### src/rtl/ram2e_slot_sched.sv
// ram2e_slot_sched
// ----------------------------------------------------------------------------
// Central time-slot scheduler for the RAM2E SDRAM.
//
// This block does the following:
//  - Tracks the 16-state IIe cycle counter S, which is locked to the PHI1
//    rising edge.
//  - Produces one command code per C14M cycle, together with CKE and the
//    address/data strobes.
//  - Shares the SDRAM between the video read slot, the CPU read/write slot
//    and a credit-based refresh scheduler.
//  - Owns the power-up init window.
//
// Build option:
//   SCHED_OPPREF_EN - when defined, an idle CPU slot (S8 with nEN80 sampled
//                     high in S7) is used for refresh if a credit is owed.
//
// Ports:
//   C14M      in   14.318 MHz clock, all logic on the rising edge
//   Reset     in   synchronous active-high reset
//   PHI1      in   Apple PHI1, already synchronous to C14M
//   nEN80     in   active-low 80-column enable, sampled in S7
//   nWE80     in   active-low write strobe, sampled in S8
//   Ready     out  init complete
//   S         out  IIe state counter
//   Cmd       out  0=NOP 1=ACT_VID 2=RD_VID 3=ACT_CPU 4=RD_CPU 5=WR_CPU 6=REF
//   CKE       out  SDRAM clock enable
//   RowLatch  out  latch Ain as row address
//   ColLatch  out  latch Ain as column address
//   VidCap    out  capture video data this cycle
//   CpuCap    out  capture CPU read data this cycle
//   RefOwed   out  outstanding refresh credits
//   RefMiss   out  sticky, a credit was lost at saturation
// ----------------------------------------------------------------------------
module ram2e_slot_sched #(
    parameter int INIT_CYCLES = 65536,
    parameter int REF_PERIOD  = 112,
    parameter int REF_MAX     = 7
) (
    input  logic       C14M,
    input  logic       Reset,
    input  logic       PHI1,
    input  logic       nEN80,
    input  logic       nWE80,
    output logic       Ready,
    output logic [3:0] S,
    output logic [2:0] Cmd,
    output logic       CKE,
    output logic       RowLatch,
    output logic       ColLatch,
    output logic       VidCap,
    output logic       CpuCap,
    output logic [2:0] RefOwed,
    output logic       RefMiss
);

    typedef enum logic [2:0] {
        CMD_NOP     = 3'd0,
        CMD_ACT_VID = 3'd1,
        CMD_RD_VID  = 3'd2,
        CMD_ACT_CPU = 3'd3,
        CMD_RD_CPU  = 3'd4,
        CMD_WR_CPU  = 3'd5,
        CMD_REF     = 3'd6
    } cmd_t;

    localparam int INIT_W = (INIT_CYCLES > 1) ? $clog2(INIT_CYCLES) : 1;
    localparam int REF_W  = (REF_PERIOD > 1) ? $clog2(REF_PERIOD) : 1;

    localparam logic [INIT_W-1:0] INIT_LAST = INIT_W'(INIT_CYCLES - 1);
    // First init counter value at which CKE is raised (last 256 cycles).
    localparam logic [INIT_W-1:0] CKE_FROM  =
        INIT_W'((INIT_CYCLES > 256) ? (INIT_CYCLES - 256) : 0);
    localparam logic [REF_W-1:0]  REF_LAST  = REF_W'(REF_PERIOD - 1);
    localparam logic [2:0]        REF_SAT   = 3'(REF_MAX);

    // State registers
    logic              r_ready;
    logic [INIT_W-1:0] r_init_cnt;
    logic [3:0]        r_s;
    logic              r_phi1_prev;
    logic [REF_W-1:0]  r_ref_tmr;
    logic [2:0]        r_ref_owed;
    logic              r_ref_miss;
    logic              r_cpu_act;   // S8 issued ACT_CPU
    logic              r_cpu_rd;    // S9 issued RD_CPU

    // Registered outputs
    cmd_t              r_cmd;
    logic              r_cke;
    logic              r_row;
    logic              r_col;
    logic              r_vid;
    logic              r_cpu;

    // Next-state wires
    logic              w_init_done;
    logic              w_ready_next;
    logic [INIT_W-1:0] w_init_next;
    logic              w_phi1_rise;
    logic [3:0]        w_s_next;
    logic              w_ref_inc;
    logic              w_ref_dec;
    logic [REF_W-1:0]  w_tmr_next;
    logic [2:0]        w_owed_next;
    logic              w_miss_next;
    logic              w_have_credit;
    logic              w_cpu_act_next;
    logic              w_cpu_rd_next;
    cmd_t              w_cmd_next;
    logic              w_cke_next;
    logic              w_row_next;
    logic              w_col_next;
    logic              w_vid_next;
    logic              w_cpu_next;

    // Every output is computed from the S value it will appear alongside,
    // so command and strobes are registered together with S.
    always_comb begin
        w_init_done  = !r_ready && (r_init_cnt == INIT_LAST);
        w_ready_next = r_ready || w_init_done;
        w_init_next  = (r_ready || w_init_done) ? r_init_cnt : r_init_cnt + 1'b1;

        // S resynchronises on every PHI1 rising edge; without one it
        // runs up to 15 and parks there.
        w_phi1_rise = r_ready && PHI1 && !r_phi1_prev;
        if (w_phi1_rise) begin
            w_s_next = 4'd1;
        end else if (r_s == 4'd0 || r_s == 4'd15) begin
            w_s_next = r_s;
        end else begin
            w_s_next = r_s + 4'd1;
        end

        w_ref_inc  = r_ready && (r_ref_tmr == REF_LAST);
        if (!r_ready || w_ref_inc) begin
            w_tmr_next = '0;
        end else begin
            w_tmr_next = r_ref_tmr + 1'b1;
        end

        w_have_credit  = (r_ref_owed != 3'd0);
        w_cmd_next     = CMD_NOP;
        w_row_next     = 1'b0;
        w_col_next     = 1'b0;
        w_vid_next     = 1'b0;
        w_cpu_next     = 1'b0;
        w_cpu_act_next = r_cpu_act;
        w_cpu_rd_next  = r_cpu_rd;

        case (w_s_next)
            4'd2: w_cmd_next = CMD_ACT_VID;
            4'd3: begin
                w_cmd_next = CMD_RD_VID;
                w_col_next = 1'b1;
            end
            4'd6: begin
                w_vid_next = 1'b1;
                if (w_have_credit) begin
                    w_cmd_next = CMD_REF;
                end
            end
            4'd7: w_row_next = 1'b1;
            4'd8: begin
                // S can only reach 8 from 7, so nEN80 here is the S7 sample.
                w_cpu_act_next = !nEN80;
                if (!nEN80) begin
                    w_cmd_next = CMD_ACT_CPU;
                end
`ifdef SCHED_OPPREF_EN
                else if (w_have_credit) begin
                    w_cmd_next = CMD_REF;
                end
`endif
            end
            4'd9: begin
                // nWE80 here is the S8 sample.
                w_col_next    = 1'b1;
                w_cpu_rd_next = r_cpu_act && nWE80;
                if (r_cpu_act) begin
                    w_cmd_next = nWE80 ? CMD_RD_CPU : CMD_WR_CPU;
                end
            end
            4'd12: w_cpu_next = r_cpu_rd;
            4'd14, 4'd15: w_row_next = 1'b1;
            default: ;
        endcase

        w_ref_dec = (w_cmd_next == CMD_REF);

        w_owed_next = r_ref_owed;
        w_miss_next = r_ref_miss;
        if (w_ref_inc && !w_ref_dec) begin
            if (r_ref_owed == REF_SAT) begin
                w_miss_next = 1'b1;
            end else begin
                w_owed_next = r_ref_owed + 3'd1;
            end
        end else if (w_ref_dec && !w_ref_inc) begin
            w_owed_next = r_ref_owed - 3'd1;
        end

        if (!w_ready_next) begin
            w_cke_next = (w_init_next >= CKE_FROM);
        end else begin
            w_cke_next = (w_s_next >= 4'd1) && (w_s_next <= 4'd10);
        end
    end

    always_ff @(posedge C14M) begin
        if (Reset) begin
            r_ready     <= 1'b0;
            r_init_cnt  <= '0;
            r_s         <= 4'd0;
            r_phi1_prev <= 1'b0;
            r_ref_tmr   <= '0;
            r_ref_owed  <= 3'd0;
            r_ref_miss  <= 1'b0;
            r_cpu_act   <= 1'b0;
            r_cpu_rd    <= 1'b0;
            r_cmd       <= CMD_NOP;
            r_cke       <= 1'b0;
            r_row       <= 1'b0;
            r_col       <= 1'b0;
            r_vid       <= 1'b0;
            r_cpu       <= 1'b0;
        end else begin
            r_ready     <= w_ready_next;
            r_init_cnt  <= w_init_next;
            r_s         <= w_s_next;
            r_phi1_prev <= PHI1;
            r_ref_tmr   <= w_tmr_next;
            r_ref_owed  <= w_owed_next;
            r_ref_miss  <= w_miss_next;
            r_cpu_act   <= w_cpu_act_next;
            r_cpu_rd    <= w_cpu_rd_next;
            r_cmd       <= w_cmd_next;
            r_cke       <= w_cke_next;
            r_row       <= w_row_next;
            r_col       <= w_col_next;
            r_vid       <= w_vid_next;
            r_cpu       <= w_cpu_next;
        end
    end

    assign Ready    = r_ready;
    assign S        = r_s;
    assign Cmd      = r_cmd;
    assign CKE      = r_cke;
    assign RowLatch = r_row;
    assign ColLatch = r_col;
    assign VidCap   = r_vid;
    assign CpuCap   = r_cpu;
    assign RefOwed  = r_ref_owed;
    assign RefMiss  = r_ref_miss;

endmodule

### config.mk
export PLATFORM = sky130hd
export DESIGN_NAME = ram2e_slot_sched
export DESIGN_NICKNAME = d
export VERILOG_FILES = /design/src/rtl/ram2e_slot_sched.sv
export SDC_FILE = /design/constraint.sdc
export NUM_CORES = 1
export LEC_CHECK = 0
export BUFFER_PORTS_ARGS = -buffer_cell sky130_fd_sc_hd__buf_4
export CAP_MARGIN = 20
export CORE_UTILIZATION = 35
export CTS_BUF_LIST = sky130_fd_sc_hd__clkbuf_16
export DETAILED_ROUTE_END_ITERATION = 6
export HOLD_SLACK_MARGIN = 0.15
export SETUP_SLACK_MARGIN = 0.4
export SLEW_MARGIN = 20
export SYNTH_ARGS = -nofsm -noshare
export SYNTH_HDL_FRONTEND = slang
export SYNTH_SLANG_ARGS = --single-unit
### constraint.sdc
create_clock -name C14M -period 8.5 [get_ports C14M]
set_input_delay 0.85 -clock C14M [delete_from_list [all_inputs] [get_ports C14M]]
set_output_delay 0.85 -clock C14M [all_outputs]
set_load 0.1 [all_outputs]
# Word level (Yosys, flattened, before mapping)
# Cells that the tools add are included.
[op_classes] n_eq_ne=15 n_addsub=5 bitwise_logic=1 multipliers=0 mux=15 n_lt_le_gt_ge=3 n_shift=0 n_div=0 n_reduce_logical=25
[op_table] cell="$eq 4x4->1 const B" n=6
[op_table] cell="$add 16x1->16 const B" n=1
[op_table] cell="$eq 16x16->1 const B" n=1
[op_table] cell="$ge 16x16->1 const B" n=1
[op_table] cell="$mux 16" n=1
[op_table] cell="$mux 3" n=5
[op_table] cell="$pmux 3 s5" n=1
[op_table] cell="$eq 4x2->1 const B" n=2
[op_table] cell="$eq 4x3->1 const B" n=2
[op_table] cell="$logic_and 1x1->1" n=8
[op_table] cell="$mux 4" n=2
[op_table] cell="$add 7x1->7 const B" n=1
[op_table] cell="$eq 7x7->1 const B" n=1
[op_table] cell="$eq 3x3->1 const B" n=2
[op_table] cell="$reduce_or 2->1" n=3
[op_table] cell="$logic_not 1->1" n=5
[op_table] cell="$mux 1" n=5
[op_table] cell="$add 4x1->4 const B" n=1
[op_table] cell="$ge 4x1->1 const B" n=1
[op_table] cell="$le 4x4->1 const B" n=1
[op_table] cell="$logic_not 4->1" n=1
[op_table] cell="$reduce_and 2->1" n=2
[op_table] cell="$add 3x1->3 const B" n=1
[op_table] cell="$logic_or 1x1->1" n=3
[op_table] cell="7 further kinds" n=7
[totals] output_inout_bits=17 latch_bits=0 mem_bits_ro=0 mem_count=0 regBits=43 ram_bits=0 inputBits=5

# Longest topological paths before layout
[logic_depth] depth_word=11 ltp_mapped=12 ltp_nobuf=11

# Worst setup path before layout
# Ideal clock, no wire load.
[synth_timing] path_kind="register to register" startpoint="register r_s[1] (netlist: S[1])" endpoint="register r_ref_owed[2] (netlist: RefOwed[2])" arrival_time_ps=3206 n_path_buf=0 setup_slack_ps=5171 path_stages_with_launch=11 path_cell_list="dfxtp_1 ha_1 nand3_1 a211o_1 a2111o_1 and2_4 inv_1 fa_1 nor3_1 a31oi_1 mux2_1"
[synth_via] elab_chain_len=11
[synth_lines] element="start: declaration" line="80" text="logic [3:0] r_s;"
[synth_lines] element="start signal: assignment" line="230" text="r_s <= w_s_next;"
[synth_lines] element="branches (longest 2 deep; another with $add 4x1->4)"
[synth_lines] element="$mux 4 (*)" line="129" text="end else if (r_s == 4'd0 || r_s == 4'd15) begin"
[synth_lines] element="$mux 4 (*)" line="127" text="if (w_phi1_rise) begin"
[synth_lines] element="$eq 4x4->1, or another cell as far along" line="151" text="case (w_s_next)"
[synth_lines] element="$pmux 3 s5 (*)" line="151"
[synth_lines] element="$eq 3x3->1 (*)" line="189" text="w_ref_dec = (w_cmd_next == CMD_REF);"
[synth_lines] element="$logic_not 1->1" line="193" text="if (w_ref_inc && !w_ref_dec) begin"
[synth_lines] element="$logic_and 1x1->1" line="193"
[synth_lines] element="$ne 2x2->1 (no line) / $reduce_bool 2->1 (equally long branches)"
[synth_lines] element="$reduce_and 2->1 (no line)"
[synth_lines] element="end signal: assignment" line="233" text="r_ref_owed <= w_owed_next;"
[synth_lines] element="end: declaration" line="83" text="logic [2:0] r_ref_owed;"
# Every way passes the cells marked *.
# A chain may end at the register's enable or synchronous reset.

# Final worst setup path
[layout_timing] startpoint="register r_s[0] (netlist: S[0])" endpoint="register r_ref_owed[2] (netlist: RefOwed[2])"
# Same word-level chain as after synthesis.

==> run_results.csv <==
group,metric,value,unit
clock_network,cts_tree,"done",
power_and_ir_drop,switching_share,26.17,%
sta,rsz0062_at_grt,"false",
synth,yosysSeqAreaShare,41.57,%
floorplan,coreArea,5608,um2
clock_network,postCtsHoldBufs,0,
place,place_congestion,0.8393,
synth,yosys_warnings,0,
power_and_ir_drop,p_leak,0.8379,nW
worst_setup_path,cp_max_fo,9,
sta,period_share,34.10,%
synth,async_flop_share,0,%
clock_network,root_buffer,"clkbuf_16",
clock_network,postCtsSetupRepairBufs,0,
hold_path,hold_class,"flop to flop",
sta,finalHoldViolCount,0,
clock_network,cts_buffers,5,
floorplan,rows,27,
floorplan,start_util,36.93,%
drt,viasPerCell,5.286,
worst_setup_path,crit_type,"flop to flop",
sta,period_minus_slack,2898,ps
sta,finalClockSkew,2.297,ps
drt,wirelength,4072,um
sta,drv_slew,0,
final_layout,syn_to_final_growth,16.74,%
worst_setup_path,worst_ep_required_time,8670,ps
floorplan,die_width,78.92,um
power_and_ir_drop,p_per_area,186.2,nW/um2
global_routing,grt_pass1_wl,6975,um
clock_network,clock_latency,280,ps
run_status,status,"finished clean",
synth,muxShareOfSynthArea,3.202,%
synth,yosys_register_bits,43,
synth,syn_avg_cell_area,8.664,um2
power_and_ir_drop,p_clk_share,38.8,%
clock_network,h-tree-depth,2,
hold_path,hold_start,"r_ref_tmr[0]$_SDFF_PP0_",
final_layout,layout-drive-gt1-share,11.92,%
final_layout,diodes,0,
clock_network,ctsResizeCount,0,
final_layout,fin_nets,269,
synth,synth_area,2071,um2
drt,wl_per_cell,12.27,um
final_layout,finalInstanceArea,2417,um2
global_routing,grt.total_usage,14.30,%
worst_setup_path,reg2regPathDepth,11,
drt,drc,0,
synth,synth_simple_gate_area_share,27.43,%
power_and_ir_drop,comb_power_share,14.1,%
synth,synth_xor_area_share,7.613,%
sta,fmax,0.3450,GHz
sta,worst_pin_slew,696.1,ps
power_and_ir_drop,vdd.ir_drop.worst,89.11,uV
clock_network,clkSinkCount,43,
worst_setup_path,cp-start-kind,"flop",
synth,synthDistinctLibCells,46,
synth,synth_nets,249,
worst_setup_path,reg2reg_slack,5600,ps
synth,synth_edf_count,0,
synth,synth_compound_area_share,13.29,%
worst_setup_path,r2r-start,"S[0]$_SDFF_PP0_",
synth,synthCells,239,
flow_run,max-cap-violations,0,
sta,maxSlewHeadroom,53.26,%
drt,vias,1755,
global_routing,grt_pass1_vias,1561,
power_and_ir_drop,p_seq_share,47.1,%
worst_setup_path,crit_arrival,3060,ps
synth,synthFlopType,"dfxtp_1",
final_layout,final_common_cell,"dfxtp_1",
final_layout,layout_common_cells,"dfxtp_1, nor2_1, buf_4, nand3_1, nand2_1",
worst_setup_path,r2r_end,"RefOwed[2]$_SDFFE_PP0P_",
global_routing,antenna_found_initial,0,
global_routing,grt_overflow_total,0,
hold_path,hold_depth,1,
floorplan,die_area,6228,um2
place,portBuffers,21,
clock_network,clockBufferDepth,2,
hold_path,whs_endpoint,"r_ref_tmr[0]$_SDFF_PP0_",
synth,synth_top_family_by_area,"simple AND/OR/NAND/NOR gates",
power_and_ir_drop,p_int,0.0003324,W
power_and_ir_drop,p_sw,0.0001178,W
global_routing,grt_max_degree,33,
synth,synth-adder-area-share,3.384,%
drt,drt_pre_antenna_iters,7,
floorplan,ios,22,
floorplan,fp.dieH,78.92,um
clock_network,path_clk_slew,60,ps
sta,fin_tns_setup,0,ps
place,place_hpwl,2955,um
drt,drt.antenna.violating_nets,0,
place,dpl-instance-area,2280,um2
sta,setup_viol,0,
worst_setup_path,crit_path_end_kind,"flop",
drt,drt_iter0_drc,72,
## cell families after synthesis
group / count (synthesis)
xor gates and xnor gates: 18
buffers and inverters: 17
muxes: 6
AOI/OAI and AO/OA: 38
adders and majority gates: 5
and+or+nand+nor: 112
DFF: 43
## synthesized netlist by cell type, types with 3 or more instances
library cell	number	share of area (%)
a211oi_1	3	1.1
a21oi_1	9	2.2
a31oi_1	3	0.91
and4_1	3	1.3
clkbuf_1	6	1.1
dfxtp_1	43	42
ha_1	4	2.4
inv_1	9	1.6
mux2i_1	3	1.5
nand2_1	14	2.5
nand2b_1	3	0.91
nand3_1	14	3.4
nand4_1	8	2.4
nor2_1	39	7.1
nor2b_1	3	0.91
nor3_1	9	2.2
nor4_1	4	1.2
o21ai_0	4	0.97
o31ai_1	3	1.1
or3_1	4	1.2
or4_1	3	1.1
xnor2_1	12	5.1
xor2_1	6	2.5
## worst max-delay path by stage
| stage | start | cells past startpoint | endpoint | slack (ps) |
|---|---|---|---|---|
| finish | S[0]$_SDFF_PP0_ | 11 | RefOwed[2]$_SDFFE_PP0P_ | 5600 |
| global route | S[0]$_SDFF_PP0_ | 10 | RefOwed[2]$_SDFFE_PP0P_ | 5340 |
| CTS | S[0]$_SDFF_PP0_ | 11 | RefOwed[2]$_SDFFE_PP0P_ | 5600 |
| detailed placement | S[0]$_SDFF_PP0_ | 11 | RefOwed[2]$_SDFFE_PP0P_ | 5610 |
| global placement | S[0]$_SDFF_PP0_ | 11 | RefOwed[2]$_SDFFE_PP0P_ | 5650 |
| floorplan | S[1]$_SDFF_PP0_ | 10 | RefOwed[2]$_SDFFE_PP0P_ | 5170 |
## per-layer routing
| layer | GRT usage [%] | routed length [um] |
|---|---|---|
| met2 | 22.70 | 1819 |
| met5 | 0 | 0 |
| met1 | 18.01 | 2032 |
| met3 | 3.448 | 180 |
| met4 | 7.273 | 40 |
## flip-flops by register name, indices dropped and copies added (netlist names), 3 cells and up, named ones only
name,count
r_ref_tmr,7
r_init_cnt,12
RefOwed,3
Cmd,3
S,4
## metrics by stage
stage	hold slack, ps	cells	util, %	total power (W)	worst slack, ps
finish	444.9	332	43.11	0.0004502	5602
global route	457.1	332	43.11	0.0004751	5340
CTS	449.8	332	43.11	0.0004580	5602
detailed placement	438.4	324	40.65	0.0002794	5608
global placement	429.7	324	40.65	0.0002792	5651
floorplan	413.2	239	-	0.0002676	5171
## worst max-delay path, cell delays in order, from the launching register on
cell and delay (ps):
dfxtp_1 390, inv_1 90, ha_1 160, or3b_4 390, a211o_1 300, a2111o_1 500
and2_4 180, inv_1 60, fa_1 180, nor3_1 60, a31oi_1 170, mux2_1 330
## layout make-up
class / count / area, um2
clock buffer: 5 / 125.1
clock inverter: 3 / 12.51
fill: 566 / 3191
inverter: 9 / 33.78
multi-input combinational: 179 / 1137
sequential: 43 / 860.8
tap: 72 / 90.09
timing repair buffer: 21 / 157.7
## power by group through the flow
stage / clock, W / combinational, W / sequential, W
2_1_floorplan: 0 / 0.0000409 / 0.000227
3_3_place_gp: 0 / 0.0000633 / 0.000216
3_5_place_dp: 0 / 0.0000630 / 0.000216
4_1_cts: 0.000183 / 0.0000631 / 0.000212
5_1_grt: 0.000194 / 0.0000683 / 0.000213
6_report: 0.000175 / 0.0000633 / 0.000212
Power figures use the tool's default switching activity.
